--- config.mk ---
export PLATFORM = sky130hd
export DESIGN_NAME = load_wb_arbiter_flat
export DESIGN_NICKNAME = d
export VERILOG_FILES = /design/src/rtl/load_wb_arbiter_if.sv /design/src/rtl/load_wb_arbiter.sv /design/src/flat_wrapper.sv
export SDC_FILE = /design/constraint.sdc
export NUM_CORES = 1
export LEC_CHECK = 0
export BUFFER_PORTS_ARGS = -buffer_cell sky130_fd_sc_hd__buf_2
export CORE_UTILIZATION = 50
export DETAILED_ROUTE_END_ITERATION = 10
export PLACE_DENSITY = 0.68
export SLEW_MARGIN = 20
export SYNTH_ARGS = -nofsm -noshare
export SYNTH_HDL_FRONTEND = slang
export SYNTH_SLANG_ARGS = --single-unit
--- constraint.sdc ---
create_clock -name clk -period 3.6 [get_ports clk]
set_input_delay 0.54 -clock clk [delete_from_list [all_inputs] [get_ports clk]]
set_output_delay 0.54 -clock clk [all_outputs]
set_load 0.005 [all_outputs]
--- src/rtl/load_wb_arbiter_if.sv ---
// Bundle of load-result, ALU-result and register-file writeback signals
// shared between the writeback arbiter and its neighbours.
interface load_wb_arbiter_if #(
   parameter int unsigned DEPTH = 4
);
   logic                     mem_enable;
   logic                     mem_float;
   logic [4:0]               mem_addr;
   logic [31:0]              mem_data;
   logic                     alu_enable;
   logic                     alu_float;
   logic [4:0]               alu_addr;
   logic [31:0]              alu_data;
   logic                     wb_enable;
   logic                     wb_float;
   logic [4:0]               wb_addr;
   logic [31:0]              wb_data;
   logic                     stall;
   logic [$clog2(DEPTH):0]   pending;
   logic                     overflow;

   // Request side: SRAM manager / ALU / dispatch / register file.
   modport master (
      output mem_enable, mem_float, mem_addr, mem_data,
      output alu_enable, alu_float, alu_addr, alu_data,
      input  wb_enable, wb_float, wb_addr, wb_data,
      input  stall, pending, overflow
   );

   // Arbiter side.
   modport slave (
      input  mem_enable, mem_float, mem_addr, mem_data,
      input  alu_enable, alu_float, alu_addr, alu_data,
      output wb_enable, wb_float, wb_addr, wb_data,
      output stall, pending, overflow
   );
endinterface

--- src/rtl/load_wb_arbiter.sv ---
// Single-port register-file writeback arbiter. Load results always win;
// ALU results that lose arbitration are queued in a small FIFO and drained
// in arrival order ahead of any new direct ALU write.
module load_wb_arbiter #(
   parameter int unsigned DEPTH = 4
) (
   input logic               clk,
   input logic               reset,
   load_wb_arbiter_if.slave  bus
);
   localparam int unsigned AW = $clog2(DEPTH);
   localparam int unsigned EW = 38;   // {float, addr[4:0], data[31:0]}

   logic [AW:0]   wr_ptr, rd_ptr;
   logic [AW:0]   count, count_next;
   logic [EW-1:0] fifo_mem [DEPTH];
   logic [EW-1:0] head;
   logic          empty, full;
   logic          pop, push, push_ok, drop;
   logic          sel_enable;
   logic [EW-1:0] sel_word;
   logic          stall_next;

   assign count = wr_ptr - rd_ptr;
   assign empty = (wr_ptr == rd_ptr);
   assign full  = (wr_ptr[AW] != rd_ptr[AW]) && (wr_ptr[AW-1:0] == rd_ptr[AW-1:0]);
   assign head  = fifo_mem[rd_ptr[AW-1:0]];
   assign bus.pending = count;

   // FIFO control and writeback source selection for the coming edge.
   always_comb begin
      pop        = 1'b0;
      push       = 1'b0;
      sel_enable = 1'b0;
      sel_word   = '0;
      if (bus.mem_enable) begin
         sel_enable = 1'b1;
         sel_word   = {bus.mem_float, bus.mem_addr, bus.mem_data};
         push       = bus.alu_enable;
      end else if (!empty) begin
         sel_enable = 1'b1;
         sel_word   = head;
         pop        = 1'b1;
         push       = bus.alu_enable;
      end else if (bus.alu_enable) begin
         sel_enable = 1'b1;
         sel_word   = {bus.alu_float, bus.alu_addr, bus.alu_data};
      end
      // A pop in the same cycle frees the slot, so full+pop still accepts.
      push_ok    = push && (!full || pop);
      drop       = push && !push_ok;
      count_next = count + {{AW{1'b0}}, push_ok} - {{AW{1'b0}}, pop};
      stall_next = (count_next >= (AW+1)'(DEPTH - 1));
   end

   // Pointer, status and registered writeback outputs.
   always_ff @(posedge clk or posedge reset) begin
      if (reset) begin
         wr_ptr       <= '0;
         rd_ptr       <= '0;
         bus.wb_enable <= 1'b0;
         bus.wb_float  <= 1'b0;
         bus.wb_addr   <= '0;
         bus.wb_data   <= '0;
         bus.stall     <= 1'b0;
         bus.overflow  <= 1'b0;
      end else begin
         if (push_ok) wr_ptr <= wr_ptr + 1'b1;
         if (pop)     rd_ptr <= rd_ptr + 1'b1;
         bus.wb_enable <= sel_enable;
         if (sel_enable) begin
            bus.wb_float <= sel_word[37];
            bus.wb_addr  <= sel_word[36:32];
            bus.wb_data  <= sel_word[31:0];
         end
         bus.stall <= stall_next;
         if (drop) bus.overflow <= 1'b1;
      end
   end

   // Queue storage; contents are only meaningful between the pointers.
   always_ff @(posedge clk) begin
      if (push_ok)
         fifo_mem[wr_ptr[AW-1:0]] <= {bus.alu_float, bus.alu_addr, bus.alu_data};
   end
endmodule
--- src/flat_wrapper.sv ---
// flat-port wrapper written by rule: the top's interface ports become plain ports
module load_wb_arbiter_flat 
#(
   parameter int unsigned DEPTH = 4
)
  (clk, reset, bus_mem_enable, bus_mem_float, bus_mem_addr, bus_mem_data, bus_alu_enable, bus_alu_float, bus_alu_addr, bus_alu_data, bus_wb_enable, bus_wb_float, bus_wb_addr, bus_wb_data, bus_stall, bus_pending, bus_overflow);
  load_wb_arbiter_if #(.DEPTH(DEPTH)) bus_i ();
  input logic clk;
  input logic reset;
  input wire logic [$bits(bus_i.mem_enable)-1:0] bus_mem_enable;
  input wire logic [$bits(bus_i.mem_float)-1:0] bus_mem_float;
  input wire logic [$bits(bus_i.mem_addr)-1:0] bus_mem_addr;
  input wire logic [$bits(bus_i.mem_data)-1:0] bus_mem_data;
  input wire logic [$bits(bus_i.alu_enable)-1:0] bus_alu_enable;
  input wire logic [$bits(bus_i.alu_float)-1:0] bus_alu_float;
  input wire logic [$bits(bus_i.alu_addr)-1:0] bus_alu_addr;
  input wire logic [$bits(bus_i.alu_data)-1:0] bus_alu_data;
  output wire logic [$bits(bus_i.wb_enable)-1:0] bus_wb_enable;
  output wire logic [$bits(bus_i.wb_float)-1:0] bus_wb_float;
  output wire logic [$bits(bus_i.wb_addr)-1:0] bus_wb_addr;
  output wire logic [$bits(bus_i.wb_data)-1:0] bus_wb_data;
  output wire logic [$bits(bus_i.stall)-1:0] bus_stall;
  output wire logic [$bits(bus_i.pending)-1:0] bus_pending;
  output wire logic [$bits(bus_i.overflow)-1:0] bus_overflow;
  assign bus_i.mem_enable = bus_mem_enable;
  assign bus_i.mem_float = bus_mem_float;
  assign bus_i.mem_addr = bus_mem_addr;
  assign bus_i.mem_data = bus_mem_data;
  assign bus_i.alu_enable = bus_alu_enable;
  assign bus_i.alu_float = bus_alu_float;
  assign bus_i.alu_addr = bus_alu_addr;
  assign bus_i.alu_data = bus_alu_data;
  assign bus_wb_enable = bus_i.wb_enable;
  assign bus_wb_float = bus_i.wb_float;
  assign bus_wb_addr = bus_i.wb_addr;
  assign bus_wb_data = bus_i.wb_data;
  assign bus_stall = bus_i.stall;
  assign bus_pending = bus_i.pending;
  assign bus_overflow = bus_i.overflow;
  load_wb_arbiter #(.DEPTH(DEPTH)) u_core (.clk(clk), .reset(reset), .bus(bus_i));
endmodule
==> impl_metrics.ini <==
[placed_design]
port_buffers = 123
gp_congestion = 0.7706
hpwl_um = 11210
place_inst = 791
place_area_um2 = 9273

[route]
post_drt_wl_per_cell_um = 22.67
drc = 0
drt-total-wl_um = 18660
ant_nets = 0
first_pass_iters = 5
avgViaCountPerCell = 6.047
num_vias = 4977
drt_iter0_drc = 334

[logic_synthesis]
synth_flop_cell = edfxtp_1
syn_area_um2 = 8406
synth.ff_latch_count = 199
synth.net_count = 569
postSynthAreaPerCell_um2 = 17.58
synth_top_cells_by_count = edfxtp_1, dfrtp_1, o211ai_1
yosysWarnings = 0
yosysSeqAreaShare = 0.6829
synthArstFlopShare = 0.2362
ys_top_cells_by_area = edfxtp_1, dfrtp_1, mux4_2
synth_edf_count = 152
synth_cell_types = 28
yosysTopAreaCell = edfxtp_1
yosysMostFrequentCell = edfxtp_1
netlist.area_leader.share = 0.5430
synthCells = 478

[finish]
layout-drive-gt1-share = 0.3566
design_area_um2 = 9898
nFillCells = 1231
final_util = 0.5990
fin_cells = 823
syn2layout_area_growth_pct = 17.76
layout.nets = 681
diodes = 0

[worst_setup_path]
start_kind = flip-flop
crit_type = flip-flop to primary output
regToRegEndpoint = u_core.fifo_mem[3][7]
crit_chain = buf_4 -> fa_1 -> inv_1 -> buf_2
rr_worst_depth = 7
crit_buf_inv = 3
slowest_delay_ps = 580
arrival_ps = 2070
cp_top_family = buffers and inverters
r2r_setup_slack_ps = 1120
critPathSlowestCell = fa_1
r2r-start = u_core.wr_ptr[0]
worst_ep_required_time_ps = 3060
critPathMaxFanout = 41
crit_path_end_kind = primary output

[global_routing]
grt_pass1_wl_um = 28940
grt_overflow = 0
grt_antenna_before_repair = 0
grt_usage = 0.2257
grt_pass1_vias = 5180
grt_start_max_net_pins = 48

[worst_hold_path]
min_path_type = primary input to async pin

[clock_network]
clock_latency_ps = 430
cts_buffer_depth = 2
cts.root.buffer_cell = clkbuf_16
postCtsSetupRepairBufs = 0
clk_pin_slew_ps = 60
numCtsBuffers = 17
cts_tree = built
cts_hold_buf = 0
cts.sinks = 199
cts_max_level = 4
cts_resized = 0

[floorplanning]
die_x_um = 131.7
floorplan.initialDensity = 0.5087
die_y_um = 131.7
io_pins = 124
rows = 47
die_area_um2 = 17330
coreArea_um2 = 16520

[sta]
post-route-min-period_ps = 2611
finalCritPeriodShare = 0.7252
setup-tns-final_ps = 0
finalHoldViolCount = 0
max_freq_ghz = 0.3830
tightest_slew_ps = 933.9
skew_ps = 6.873
drv_slew = 0
setup_violations = 0
relSlewSlack = 0.3767
rsz0062_at_grt = false

[power]
intPower_w = 0.005910
total_power_w = 0.008831
p_comb_frac = 0.385
p_switching_w = 0.002921
leakage_nw = 3.622
power_frac_clock = 0.225
peakVddDrop_uv = 631.7
p_per_area_nw_per_um2 = 892.2
p_seq_frac = 0.390
p_sw_frac = 0.3308

[status]
outcome = completed

[flow_run]
drv_cap = 0
metal layers:
layer | part of all wire | track usage
met1 | 0.42 | 0.2892
met2 | 0.52 | 0.3795
met3 | 0.042 | 0.04167
met4 | 0.022 | 0.09496
met5 | 0 | 0
power groups by stage:
stage / registers [W] / clock network, W / logic, W
finish: 0.00344 / 0.00199 / 0.00340
CTS: 0.00344 / 0.00201 / 0.00347
floorplan: 0.00346 / 0 / 0.00232
global placement: 0.00345 / 0 / 0.00335
global route: 0.00351 / 0.00210 / 0.00369
detailed placement: 0.00348 / 0 / 0.00346
cells in the final DEF (no fill, tap or decap), types with 2 or more instances in the layout:
cell type	n
buf_12	4
ha_1	9
fa_1	2
a32oi_1	38
xnor2_1	5
o211ai_1	40
inv_1	8
dfrtp_1	45
buf_4	8
edfxtp_1	152
buf_2	123
a2bb2oi_1	38
clkbuf_8	3
and2_2	3
mux4_2	38
clkbuf_16	17
bufinv_16	4
nand2_1	2
nand2b_1	38
clkbuf_1	3
dfrtp_2	2
mux2_2	2
clkinv_2	4
kinds of logic (layout without fill, tap and decap cells):
| group | after synthesis | after routing | share of synthesized area |
|---|---|---|---|
| flops | 199 | 199 | 0.6829 |
| compound gates | 119 | 119 | 0.1174 |
| buf+inv | 52 | 177 | 0.02828 |
| simple gates | 47 | 47 | 0.03483 |
| mux | 40 | 40 | 0.1045 |
| fa+ha+maj | 11 | 11 | 0.01816 |
| xor+xnor | 10 | 10 | 0.01384 |
area by class of cell:
type / instances / area [um^2] / area share
multi-input combinational: 227 / 2461 / 0.2486
inverter: 10 / 38.79 / 0.003919
clock buffer: 23 / 478.0 / 0.04829
sequential: 199 / 5743 / 0.5802
tap: 220 / 275.3 / 0.02781
clock inverter: 9 / 146.4 / 0.01479
timing repair buffer: 135 / 755.7 / 0.07635
sequential cells by signal, summed over array words and instances (netlist names):
signal / cells
u_core.fifo_mem: 152
u_core.bus.wb_data: 32
u_core.bus.wb_addr: 5
u_core.rd_ptr: 3
u_core.wr_ptr: 3
u_core.bus.overflow: 1
u_core.bus.stall: 1
u_core.bus.wb_enable: 1
u_core.bus.wb_float: 1
how the worst max path moves through the flow:
stage               slack, ps  cells after the start              from                    end
detailed placement        980                      8    bus_mem_enable       u_core.bus.stall
floorplan                 710                      6  u_core.rd_ptr[1]  u_core.fifo_mem[0][0]
finish                    990                      4  u_core.rd_ptr[1]         bus_pending[1]
global route              880                      4  u_core.rd_ptr[1]         bus_pending[1]
CTS                       940                      4  u_core.rd_ptr[1]         bus_pending[1]
global placement         1070                      8    bus_mem_enable       u_core.bus.stall
metrics by stage:
stage | worst slack, ps | hold slack, ps
after global placement | 1073 | 464.6
after detailed placement | 981.2 | 468.7
after global routing | 878.0 | 327.6
after CTS | 943.5 | 317.2
final | 989.3 | 278.8
after floorplan | 711.7 | 467.8
No activity file was read; power rests on OpenSTA's default activity.
